[config.mk]
export PLATFORM = sky130hd
export DESIGN_NAME = ega_vram_arbiter
export DESIGN_NICKNAME = d
export VERILOG_FILES = /design/src/rtl/ega_vram_arbiter.sv
export SDC_FILE = /design/constraint.sdc
export NUM_CORES = 1
export LEC_CHECK = 0
export ABC_AREA = 1
export CORE_AREA = 8 8 106 108
export CTS_CLUSTER_DIAMETER = 60
export DETAILED_ROUTE_END_ITERATION = 10
export DIE_AREA = 0 0 114 116
export PLACE_DENSITY = 0.86
export SLEW_MARGIN = 20
export SYNTH_ARGS = -nofsm -noshare
export SYNTH_HDL_FRONTEND = slang
export SYNTH_SLANG_ARGS = --single-unit
[constraint.sdc]
create_clock -name iClk -period 2.8 [get_ports iClk]
set_clock_uncertainty 0.1 [all_clocks]
set_input_delay 0.84 -clock iClk [delete_from_list [all_inputs] [get_ports iClk]]
set_output_delay 0.84 -clock iClk [all_outputs]
set_load 0.005 [all_outputs]
[src/rtl/ega_vram_arbiter.sv]
`default_nettype none
// +----------------------------------------------------------------------+
// | ega_vram_arbiter: shares a single-port 4-plane VRAM between CRTC     |
// | burst prefetch (priority) and CPU latch reads / masked plane writes. |
// | Rev 1.0                                                               |
// +----------------------------------------------------------------------+
module ega_vram_arbiter #(
  parameter int CPU_SLOT_EVERY = 8
) (
  input  logic        iClk,
  input  logic        iRst,
  input  logic        iCpuRd,
  input  logic        iCpuWr,
  input  logic [13:0] iCpuAddr,
  input  logic [31:0] iCpuWrData,
  input  logic [3:0]  iCpuWrMask,
  output logic [31:0] oCpuRdData,
  output logic        oCpuAck,
  input  logic        iVidReq,
  input  logic [13:0] iVidAddr,
  input  logic [5:0]  iVidLen,
  output logic [31:0] oVidData,
  output logic        oVidValid,
  output logic        oVidDone,
  output logic        oVidBusy,
  output logic [13:0] oRamAddr,
  output logic [3:0]  oRamWr,
  output logic [31:0] oRamWrData,
  input  logic [31:0] iRamRdData
);

  localparam int                SLOT_W     = $clog2(CPU_SLOT_EVERY + 1);
  localparam logic [SLOT_W-1:0] c_slot_max = SLOT_W'(CPU_SLOT_EVERY);

  typedef enum logic [2:0] {
    S_IDLE        = 3'd0,
    S_VID         = 3'd1,
    S_VID_TAIL    = 3'd2,
    S_CPU_RD      = 3'd3,
    S_CPU_RD_WAIT = 3'd4,
    S_CPU_WR      = 3'd5,
    S_CPU_WR_ACK  = 3'd6
  } state_t;

  state_t            r_state, w_state_nxt;
  logic [13:0]       r_vid_addr;
  logic [5:0]        r_vid_rem;
  logic              r_vid_pend, r_vid_active, r_vid_valid;
  logic              r_resume, w_resume_nxt;
  logic [SLOT_W-1:0] r_slot, w_slot_inc;
  logic [31:0]       r_rd_data;
  logic              w_vid_accept, w_vid_start, w_len_zero, w_cpu_req, w_slot_take;

  assign w_vid_accept = iVidReq & ~r_vid_pend & ~r_vid_active;
  assign w_vid_start  = (r_state == S_IDLE) & (r_vid_pend | w_vid_accept);
  assign w_len_zero   = r_vid_pend ? (r_vid_rem == 6'd0) : (iVidLen == 6'd0);
  assign w_cpu_req    = iCpuRd | iCpuWr;
  // Slot counter saturates so a CPU request arriving late still gets the next word slot.
  assign w_slot_inc   = (r_slot == c_slot_max) ? r_slot : r_slot + SLOT_W'(1);
  assign w_slot_take  = (w_slot_inc == c_slot_max) & w_cpu_req;

  always_comb begin
    w_state_nxt  = r_state;
    w_resume_nxt = r_resume;
    unique case (r_state)
      S_IDLE: begin
        if (w_vid_start)    w_state_nxt = w_len_zero ? S_VID_TAIL : S_VID;
        else if (w_cpu_req) w_state_nxt = iCpuWr ? S_CPU_WR : S_CPU_RD;
      end
      S_VID: begin
        if (r_vid_rem <= 6'd1) begin
          w_state_nxt = S_VID_TAIL;
        end else if (w_slot_take) begin
          w_state_nxt  = iCpuWr ? S_CPU_WR : S_CPU_RD;
          w_resume_nxt = 1'b1;
        end
      end
      S_VID_TAIL: begin
        w_resume_nxt = 1'b0;
        w_state_nxt  = w_cpu_req ? (iCpuWr ? S_CPU_WR : S_CPU_RD) : S_IDLE;
      end
      S_CPU_RD: w_state_nxt = S_CPU_RD_WAIT;
      S_CPU_WR: w_state_nxt = S_CPU_WR_ACK;
      S_CPU_RD_WAIT, S_CPU_WR_ACK: begin
        w_state_nxt  = r_resume ? S_VID : S_IDLE;
        w_resume_nxt = 1'b0;
      end
      default: w_state_nxt = S_IDLE;
    endcase
  end

  always_ff @(posedge iClk) begin
    if (iRst) begin
      r_state      <= S_IDLE;
      r_resume     <= 1'b0;
      r_vid_addr   <= '0;
      r_vid_rem    <= '0;
      r_vid_pend   <= 1'b0;
      r_vid_active <= 1'b0;
      r_vid_valid  <= 1'b0;
      r_slot       <= '0;
      r_rd_data    <= '0;
    end else begin
      r_state     <= w_state_nxt;
      r_resume    <= w_resume_nxt;
      r_vid_valid <= (r_state == S_VID);

      if (w_vid_accept) begin
        r_vid_addr <= iVidAddr;
        r_vid_rem  <= iVidLen;
      end else if (r_state == S_VID) begin
        r_vid_addr <= r_vid_addr + 14'd1;
        r_vid_rem  <= r_vid_rem - 6'd1;
      end

      if (w_vid_start)       r_vid_pend <= 1'b0;
      else if (w_vid_accept) r_vid_pend <= 1'b1;

      if (w_vid_start)                  r_vid_active <= 1'b1;
      else if (r_state == S_VID_TAIL)   r_vid_active <= 1'b0;

      if (w_vid_start)           r_slot <= '0;
      else if (r_state == S_VID) r_slot <= (w_state_nxt == S_VID) ? w_slot_inc : '0;

      if (r_state == S_CPU_RD_WAIT) r_rd_data <= iRamRdData;
    end
  end

  assign oRamAddr   = (r_state == S_VID) ? r_vid_addr :
                      ((r_state == S_CPU_RD) || (r_state == S_CPU_WR)) ? iCpuAddr : 14'd0;
  assign oRamWr     = (r_state == S_CPU_WR) ? iCpuWrMask : 4'd0;
  assign oRamWrData = (r_state == S_CPU_WR) ? iCpuWrData : 32'd0;
  assign oCpuAck    = (r_state == S_CPU_RD_WAIT) || (r_state == S_CPU_WR_ACK);
  assign oCpuRdData = (r_state == S_CPU_RD_WAIT) ? iRamRdData : r_rd_data;
  assign oVidValid  = r_vid_valid;
  assign oVidData   = r_vid_valid ? iRamRdData : 32'd0;
  assign oVidDone   = (r_state == S_VID_TAIL);
  assign oVidBusy   = r_vid_active | r_vid_pend;

endmodule
`default_nettype wire

==> metrics, run 1 <==
CP Capture Type output pin; Layout Cells excl Fill 1036; setup_tns 0 ns; switch share 0.407; hold depth 2; NetSw 1.94 mW; Post-Syn Area 3920 um^2; hpwl dp 11100 um; net count after synthesis 771; P_leak 3.98 nW; Final Hold Viols 0; Tcrit/Tclk final 0.985; IO Pins 225; Yosys warning total 0; sequential share of power 0.273; cell taking the most area after synthesis dfxtp_1; r2r worst-path depth 8; max_cap viols 0; count of input and output buffers 224; status finished clean; initial core utilization 0.411; first-pass GRT wire length 21500 um; initial antenna violation count 0; Pwr Total 4.78 mW; CTS buffer count 9; CP Data Required Time 1.86 ns; top-area cell type share of the netlist area 0.322; critical setup path kind in2out; syn avg cell area 5.95 um^2; DRT antenna net count 0; Overflow after GRT 0; Seq/Total Area, Yosys 0.322; post-layout min period 2.76 ns; Internal 2.84 mW; Critical R2R Launch r_vid_addr[1]$_SDFFE_PP0P_; Max-Slew Margin vs Limit 0.661; fin nets 1010; largest net degree at the start of global routing 65; area post-placement 6460 um^2; H-tree level count 3; Synth-to-Final Area Change 68.7%; Startpoint Class input port; pre-CTS WS -0.222 ns; Clock Latency Late Sink 0.33 ns; CTS tree built; CP max FO 2; CP arrival 1.82 ns; setup violators final 0; die area 13200 um^2; layout cells sized above 1 0.0775; Mapped Cells 659; reg2reg end r_vid_addr[12]$_SDFFE_PP0P_; gr usage total 0.200; final instance area 6610 um^2; post-synth cell types 33; top cells by area, synth dfxtp_1 (32%), inv_1 (17%), nand2_1 (12%); final setup margin 0.0426 ns; DR vias/cell 4.60; hold endpoint r_vid_addr[13]$_SDFFE_PP0P_; CTS sink count 63; Comb power frac 0.564; CTS Buffer Depth 2; DR WL/cell 13.5 um; Die X 114 um; vias in the first global route 4617; Core ar. 9550 um^2; vias 4767; Synth Register Bits 63; Final Wtd Congestion 0.885; Pre-antenna DRT Iters 5; ANT cells 0; Slew Viols, Final 0; total wire length 14000 um; r2r setup slk 0.86 ns; Die Y 116 um; hold_sp r_vid_addr[13]$_SDFFE_PP0P_; Placed Cells 1016; VDD IR max 0.469 mV; HP Class reg2reg; Max Clk Rate 363 MHz; CTS root buf clkbuf_8; Iter 0 DRT Violations 232; Worst Tran Pin Value 0.504 ns; Remaining DRCs 0; Clock transition at path regs 0.06 ns; power share of the clock group 0.162; P per Cell Area 723 nW/um^2; row count 36
[sequential cells by signal (all words and copies together), names as in the netlist]
| register | cells |
|---|---|
| r_rd_data | 32 |
| r_vid_addr | 14 |
| r_vid_rem | 6 |
| r_slot | 4 |
| r_state | 3 |
| oVidValid | 1 |
| r_resume | 1 |
| r_vid_active | 1 |
| r_vid_pend | 1 |
[critical path: stages]
cell,delay [ns]
clkdlybuf4s50_1,0.44
o21ai_1,0.18
inv_1,0.07
dlygate4sd2_1,0.28
[cells by family after synthesis]
kind of cell    count (synthesis)  share of synthesized area
compound gates                103                      0.143
xor+xnor                       14                     0.0313
flops                          63                      0.322
buf+inv                       207                      0.200
simple gates                  267                      0.288
fa+ha+maj                       5                     0.0160
[layer usage]
metal  up-vias  global-route usage  part of all wire
met5         -                   0                 0
met4         0              0.0532            0.0093
met3        11              0.0813              0.11
met2       199               0.353              0.47
met1      2108               0.218              0.41
li1       2449                   -                 -
[worst max-delay path by stage]
| stage | startpoint | end | slack [ns] | cells past startpoint |
|---|---|---|---|---|
| 6_report | iRamRdData[20] | oCpuRdData[20] | 0.04 | 4 |
| 5_1_grt | iRamRdData[20] | oCpuRdData[20] | -0.005 | 4 |
| 4_1_cts | iRamRdData[17] | oCpuRdData[17] | -0.13 | 4 |
| 3_5_place_dp | iRamRdData[2] | oCpuRdData[2] | -0.22 | 4 |
| 3_3_place_gp | iRamRdData[2] | oCpuRdData[2] | -0.19 | 4 |
| 2_1_floorplan | r_state[0]$_SDFF_PP0_ | oCpuRdData[10] | 0.65 | 7 |
[area by class of cell]
class / count / area (um^2)
Clock buffer: 12 / 145
Clock inverter: 4 / 45.0
Fill cell: 863 / 2940
Inverter: 181 / 682
Multi-Input combinational cell: 389 / 1900
Sequential cell: 63 / 1270
Tap cell: 133 / 166
Timing Repair Buffer: 254 / 2400
[synthesized netlist by cell type]
library cell,number
inv_1,173
nand2_1,128
nor2_1,92
dfxtp_1,63
o21ai_0,58
a21oi_1,26
clkbuf_1,20
nand3_1,17
nand4_1,14
xor2_1,12
inv_2,7
a31oi_1,6
ha_1,5
nor3_1,4
a32o_1,3
buf_1,3
buf_2,3
nor2_2,3
nor3_2,3
o211ai_1,3
nor2_4,2
o21ai_1,2
xnor2_1,2
a21oi_2,1
a22o_1,1
a22oi_1,1
inv_4,1
nand2_2,1
nor2_8,1
nor3b_1,1
nor4_1,1
o21bai_1,1
o31ai_1,1
[cells in the final DEF, fill, tap and decap left out, types with 12 or more instances in the layout]
cell type	n
nor2_1	91
inv_1	173
buf_4	25
nand2_1	127
a21oi_1	26
clkdlybuf4s50_1	110
o21ai_1	29
dfxtp_1	61
o21ai_0	28
nand4_1	14
xor2_1	12
dlygate4sd2_1	112
nand3_1	17
[per-stage QoR]
stage / utilization / hold WS, ns
floorplan: - / 0.345
global placement: 0.677 / 0.360
detailed placement: 0.677 / 0.377
CTS: 0.683 / 0.387
global route: 0.692 / 0.424
finish: 0.692 / 0.385
[power by group through the flow]
stage	Combinational (mW)	Clock [mW]	Sequential [mW]
after floorplan	1.37	0	1.27
after global placement	2.81	0	1.31
after detailed placement	2.85	0	1.31
after CTS	2.63	0.792	1.30
after global routing	3.04	0.827	1.33
final	2.70	0.776	1.31
[repair_timing]
item | in CTS | in global routing
hold buffers | 0 | 0
pin swaps | 0 | 1
gates cloned | 0 | 2
gates resized for setup | 145 | 8
setup endpoints to repair | 114 | 6
setup buffers | 0 | 2
No activity file was read; power rests on OpenSTA's default activity.
==> run 2, diff against run 1 <==
--- a/config.mk
+++ b/config.mk
@@ -6,10 +6,10 @@
 export NUM_CORES = 1
 export LEC_CHECK = 0
 export ABC_AREA = 1
-export CORE_AREA = 8 8 106 108
+export CORE_AREA = 2 2 100 102
 export CTS_CLUSTER_DIAMETER = 60
 export DETAILED_ROUTE_END_ITERATION = 10
-export DIE_AREA = 0 0 114 116
+export DIE_AREA = 0 0 102 104
 export PLACE_DENSITY = 0.86
 export SLEW_MARGIN = 20
 export SYNTH_ARGS = -nofsm -noshare
==> run 2 against run 1 <==
Effect of this change: core utilization rose by 1.9 points; combinational power rose by 5%; critical endpoint is now oCpuRdData[18]; hold slack improved by 0.0082 ns; worst setup slack improved by 0.011 ns; flip-flop and latch count did not move; via count rose by 1.9%; cell count rose by 1.2%; sequential power barely moved; die area fell by 20%; first-iteration DRC count fell by 9.5%; sequential share of layout area fell by 0.46 points; largest power group unchanged.
==> metrics, run 2 (synthesized netlist as in run 1, its figures left out) <==
status finished clean (unchanged); met1 wire length 5270 um (was 5760 um); CP max stage delay 0.41 ns (was 0.44 ns); Die Y 104 um (was 116 um); CTS Buffer Depth 2 (unchanged); DR vias/cell 4.64 (was 4.60); Core ar. 9550 um^2 (unchanged); CP max stage cell clkdlybuf4s50_1 (unchanged); routed wl met3 1270 um (was 1580 um); commonest cells after routing, fill and taps aside inv_1 (173), nand2_1 (126), clkdlybuf4s50_1 (113) (was inv_1 (173), nand2_1 (127), dlygate4sd2_1 (112)); layout cells sized above 1 0.0951 (was 0.0775); P_leak 4.02 nW (was 3.98 nW); vias 4858 (was 4767); Pwr Total 5.15 mW (was 4.78 mW); CP max FO 2 (unchanged); CTS sink count 63 (unchanged); r2r worst-path depth 11 (was 8); Final Hold Viols 0 (unchanged); ANT cells 0 (unchanged); Overflow after GRT 0 (unchanged); Largest regs r_rd_data x32, r_vid_addr x14, r_vid_rem x6 (unchanged); Synth-to-Final Area Change 73.3% (was 68.7%); hold depth 2 (unchanged); IO Pins 225 (unchanged); P per Cell Area 759 nW/um^2 (was 723 nW/um^2); Final Wtd Congestion 0.908 (was 0.885); DRT antenna net count 0 (unchanged); fin nets 1022 (was 1010); die area 10600 um^2 (was 13200 um^2); Slew Viols, Final 0 (unchanged); Placed Cells 1021 (was 1016); CP Capture Type output pin (unchanged); max_cap viols 0 (unchanged); hold buffer count at CTS 0 (unchanged); CTS root buf clkbuf_8 (unchanged); Layout Cells excl Fill 1048 (was 1036); Largest Register r_rd_data (unchanged); CP arrival 1.81 ns (was 1.82 ns); Worst Tran Pin Value 0.428 ns (was 0.504 ns); vias in the first global route 4483 (was 4617); post-layout min period 2.75 ns (was 2.76 ns); Startpoint Class input port (unchanged); final instance area 6790 um^2 (was 6610 um^2); VDD IR max 0.529 mV (was 0.469 mV); gr usage total 0.235 (was 0.200); met2 wire length 6510 um (was 6550 um); Max-Slew Margin vs Limit 0.712 (was 0.661); Max Clk Rate 364 MHz (was 363 MHz); CP Data Required Time 1.86 ns (about the same); Remaining DRCs 0 (unchanged); initial core utilization 0.411 (unchanged); HP Class reg2reg (unchanged); largest net degree at the start of global routing 38 (was 65); count of input and output buffers 224 (unchanged); critical setup path kind in2out (unchanged); Clock Latency Late Sink 0.33 ns (about the same); Pre-antenna DRT Iters 5 (unchanged); CTS buffer count 9 (unchanged); setup violators final 0 (unchanged); Die X 102 um (was 114 um); crit-path cells clkdlybuf4s50_1 -> o21ai_0 -> inv_1 -> dlygate4sd2_1 (was clkdlybuf4s50_1 -> o21ai_1 -> inv_1 -> dlygate4sd2_1); H-tree level count 3 (unchanged); initial antenna violation count 0 (unchanged); CTS tree built (unchanged); Largest register FFs 32 (unchanged); commonest non-fill, non-tap cell in the layout inv_1 (unchanged); Tcrit/Tclk final 0.981 (was 0.985); # fillers 852 (was 863); Iter 0 DRT Violations 210 (was 232); Highest Signal Layer met4 (unchanged); row count 36 (unchanged); total wire length 13200 um (was 14000 um); area post-placement 6500 um^2 (was 6460 um^2); Clock transition at path regs 0.07 ns (was 0.06 ns); first-pass GRT wire length 20300 um (was 21500 um); hpwl dp 9610 um (was 11100 um); r2r setup slk 0.87 ns (was 0.86 ns); DR WL/cell 12.6 um (was 13.5 um)
[run 2: cell count changes in the layout (fill, tap and decap cells not counted), sizes merged]
cell / delta
bufinv: +2
clkdlybuf4s50: +3
clkinv: -1
clkbuf: -1
dlymetal6s2s: -2
dlygate4sd2: -1
buf: +12
[run 2: per-stage QoR]
| stage | utilization | hold WS (ns) | worst slack [ns] | setup TNS [ns] |
|---|---|---|---|---|
| floorplan | - | 0.345 | 0.652 | 0 |
| global placement | 0.681 | 0.353 | -0.176 | -9.55 |
| detailed placement | 0.681 | 0.381 | -0.189 | -10.73 |
| CTS | 0.698 | 0.392 | 0.00262 | 0 |
| global route | 0.711 | 0.439 | -0.00358 | -0.00358 |
| finish | 0.711 | 0.393 | 0.0536 | 0 |
[run 2: area by class of cell]
class / count / area, um^2 / share of cell area
Clock inverter: 5 / 104 / 0.0153
Multi-Input combinational cell: 389 / 1910 / 0.281
Tap cell: 133 / 166 / 0.0245
Inverter: 181 / 682 / 0.100
Timing Repair Buffer: 266 / 2510 / 0.370
Clock buffer: 11 / 151 / 0.0223
Sequential cell: 63 / 1270 / 0.187
[run 2: critical path: cells and delay by family]
kind / cells / cell delay (ns)
AO/OA/AOI/OAI: 1 / 0.22
buffers and inverters: 3 / 0.75
[run 2: final timing paths]
path | end | from
max reg2reg | r_slot[1]$_SDFFE_PP0P_ | r_slot[0]$_SDFFE_PP0P_
min | r_vid_rem[1]$_SDFFE_PP0P_ | r_vid_rem[1]$_SDFFE_PP0P_
min reg2reg | r_vid_rem[1]$_SDFFE_PP0P_ | r_vid_rem[1]$_SDFFE_PP0P_
max | oCpuRdData[18] | iRamRdData[18]
[run 2: timing repair]
action,CTS,global route
gates cloned,1,2
pin swaps,0,1
resized for setup,152,4
setup buffers,0,8
endpoints found under the setup margin,114,4
[run 2: where the power goes]
group / internal [mW] / switching (mW) / total (mW)
registers: 1.14 / 0.176 / 1.32
clock network: 0.640 / 0.360 / 1.00
logic: 1.38 / 1.46 / 2.84
[run 2: per-layer routing]
| layer | GRT usage | vias to the layer above |
|---|---|---|
| li1 | - | 2477 |
| met1 | 0.265 | 2153 |
| met2 | 0.422 | 218 |
| met3 | 0.0719 | 10 |
| met4 | 0.0600 | 0 |
| met5 | 0 | - |
==> run 3, diff against run 2 <==
--- a/config.mk
+++ b/config.mk
@@ -6,11 +6,13 @@
 export NUM_CORES = 1
 export LEC_CHECK = 0
 export ABC_AREA = 1
-export CORE_AREA = 2 2 100 102
+export CORE_AREA = 2 2 99 101
+export CTS_BUF_LIST = sky130_fd_sc_hd__clkbuf_4 sky130_fd_sc_hd__clkbuf_8
 export CTS_CLUSTER_DIAMETER = 60
 export DETAILED_ROUTE_END_ITERATION = 10
-export DIE_AREA = 0 0 102 104
-export PLACE_DENSITY = 0.86
+export DIE_AREA = 0 0 101 103
+export GPL_TIMING_DRIVEN = 0
+export PLACE_DENSITY_LB_ADDON = 0.05
 export SLEW_MARGIN = 20
 export SYNTH_ARGS = -nofsm -noshare
 export SYNTH_HDL_FRONTEND = slang
==> run 3 against run 2 <==
Effect of this change: total power decreased by 5.6%; maximum frequency fell by 0.33%; worst setup slack got worse by 0.0090 ns; clock power shrank 8%; largest cell class unchanged; critical path type unchanged.
==> metrics, run 3 (synthesized netlist as in run 1, its figures left out) <==
NetSw 1.97 mW (was 1.99 mW); Die X 101 um (was 102 um); vias 4768 (was 4858); Placed Cells 996 (was 1021); P_leak 3.91 nW (was 4.02 nW); row count 36 (unchanged); hold depth 2 (unchanged); setup violators final 0 (unchanged); Worst Tran Pin Value 0.555 ns (was 0.428 ns); die area 10400 um^2 (was 10600 um^2); Max-Slew Margin vs Limit 0.630 (was 0.712); Critical R2R Launch r_state[0]$_SDFF_PP0_ (was r_slot[0]$_SDFFE_PP0P_); Clock transition at path regs 0.07 ns (about the same); HP Class reg2reg (unchanged); sequential share of power 0.270 (was 0.256); Startpoint Class input port (unchanged); Clock Latency Late Sink 0.34 ns (was 0.33 ns); Max Clk Rate 363 MHz (was 364 MHz); CP max stage cell clkdlybuf4s50_1 (unchanged); CP arrival 1.82 ns (was 1.81 ns); Critical Path Source iRamRdData[0] (was iRamRdData[18]); Tcrit/Tclk final 0.984 (was 0.981); Pwr Total 4.86 mW (was 5.15 mW); fin nets 1011 (was 1022); Synth-to-Final Area Change 68.0% (was 73.3%); hold_sp r_vid_addr[13]$_SDFFE_PP0P_ (was r_vid_rem[1]$_SDFFE_PP0P_); hold buffer count at CTS 0 (unchanged); Pre-antenna DRT Iters 5 (unchanged); IO Pins 225 (unchanged); Core ar. 9460 um^2 (was 9550 um^2); Bufs and invs on worst path 3 (unchanged); total wire length 13300 um (was 13200 um); Iter 0 DRT Violations 188 (was 210); final instance area 6580 um^2 (was 6790 um^2); setup_tns 0 ns (unchanged); pre-CTS WS -0.251 ns (was -0.189 ns); Largest regs r_rd_data x32, r_vid_addr x14, r_vid_rem x6 (unchanged); first-pass GRT wire length 20600 um (was 20300 um); CTS Buffer Depth 2 (unchanged); r2r setup slk 0.86 ns (was 0.87 ns); switch share 0.406 (was 0.387); Die Y 103 um (was 104 um); status finished clean (unchanged); Comb power frac 0.541 (was 0.550); reg2reg end r_slot[2]$_SDFFE_PP0P_ (was r_slot[1]$_SDFFE_PP0P_); CP delay by family, top buffers and inverters (unchanged); Largest register FFs 32 (unchanged); H-tree level count 3 (unchanged); CTS sink count 63 (unchanged); DR WL/cell 13.1 um (was 12.6 um); CP Capture Type output pin (unchanged); count of input and output buffers 223 (was 224); Layout Cells excl Fill 1018 (was 1048); Overflow after GRT 0 (unchanged); max_cap viols 0 (unchanged); CP Data Required Time 1.86 ns (about the same); initial core utilization 0.414 (was 0.411); initial antenna violation count 0 (unchanged); r2r worst-path depth 11 (unchanged); power share of the clock group 0.189 (was 0.194); Final Wtd Congestion 0.878 (was 0.908); hold endpoint r_vid_addr[13]$_SDFFE_PP0P_ (was r_vid_rem[1]$_SDFFE_PP0P_); DR vias/cell 4.68 (was 4.64); layout cells sized above 1 0.0830 (was 0.0951); CTS root buf clkbuf_8 (unchanged); CP max stage delay 0.42 ns (was 0.41 ns); gr usage total 0.246 (was 0.235); critical setup path kind in2out (unchanged); CTS tree built (unchanged); crit-path cells clkdlybuf4s50_1 -> o21ai_1 -> inv_1 -> dlygate4sd2_1 (was clkdlybuf4s50_1 -> o21ai_0 -> inv_1 -> dlygate4sd2_1); Hold Slack 0.368 ns (was 0.393 ns); DRT antenna net count 0 (unchanged); CTS buffer count 9 (unchanged); largest net degree at the start of global routing 11 (was 38); Final Util 0.696 (was 0.711); Largest Register r_rd_data (unchanged); P per Cell Area 739 nW/um^2 (was 759 nW/um^2); final setup margin 0.0446 ns (was 0.0536 ns); commonest non-fill, non-tap cell in the layout inv_1 (unchanged); Remaining DRCs 0 (unchanged); Internal 2.89 mW (was 3.16 mW); post-layout min period 2.76 ns (was 2.75 ns); ANT cells 0 (unchanged); hpwl dp 10300 um (was 9610 um); vias in the first global route 4429 (was 4483); CP max FO 2 (unchanged); Final Hold Viols 0 (unchanged); VDD IR max 0.417 mV (was 0.529 mV); commonest cells after routing, fill and taps aside inv_1 (173), nand2_1 (126), clkdlybuf4s50_1 (109), dlygate4sd2_1 (109), nor2_1 (91) (was inv_1 (173), nand2_1 (126), clkdlybuf4s50_1 (113)); Slew Viols, Final 0 (unchanged); area post-placement 6290 um^2 (was 6500 um^2)
==> run 3: cell types whose count changed in the layout (fill, tap and decap cells not counted), sizes merged, moves of 2 or more <==
cell | before | now
buf | 40 | 12
clkdlybuf4s50 | 113 | 109
dlygate4sd2 | 111 | 109
clkdlybuf4s15 | 0 | 3
clkbuf | 13 | 32
dlymetal6s2s | 0 | 2
==> run 3: worst max path at each step <==
stage                                 to  slack (ns)  depth (start not counted)
after floorplan           oCpuRdData[10]        0.65                          7
after global placement     oCpuRdData[2]       -0.24                          4
after detailed placement   oCpuRdData[2]       -0.25                          4
after CTS                 oCpuRdData[11]        -0.1                          7
after global routing      oCpuRdData[16]      -0.007                          9
final                      oCpuRdData[0]        0.04                          4
==> run 3: layout make-up <==
type                       instances  area (um^2)
clock inverter                     3         65.1
clock buffer                      13          166
sequential                        63         1270
inverter                         181          682
multi-input combinational        390         1940
fill                             922         2880
timing repair buffer             228         2140
buffer                            26          179
tap                              114          143
==> run 3: worst reg2reg max path, cell delays in order, from the launching register on <==
cell and delay [ns]:
dfxtp_1 0.30, buf_4 0.16, nor2_4 0.16, buf_4 0.14
nand2_1 0.10, nor2_2 0.18, nand3_1 0.16, nand3_1 0.13
nor2_1 0.06, nor2_2 0.14, nand4_1 0.11, a21oi_1 0.14
==> run 3: timing repair <==
item / 4_1_cts / 5_1_grt
cloned: 0 / 1
pin swaps: 2 / 1
setup buffers: 3 / 2
resized for setup: 182 / 20
endpoints found under the setup margin: 114 / 22
==> run 3: per-layer routing <==
layer | vias to the layer above | track usage | wire (um)
li1 | 2454 | - | -
met1 | 2147 | 0.308 | 5540
met2 | 152 | 0.424 | 6600
met3 | 15 | 0.0549 | 955
met4 | 0 | 0.0769 | 206
met5 | - | 0 | 0
==> run 3: power groups by stage <==
stage,registers (mW),clock network (mW),logic (mW)
3_3_place_gp,1.31,0,2.61
3_5_place_dp,1.32,0,2.65
5_1_grt,1.34,0.974,2.95
2_1_floorplan,1.27,0,1.37
6_report,1.31,0.918,2.63
4_1_cts,1.31,0.928,2.56
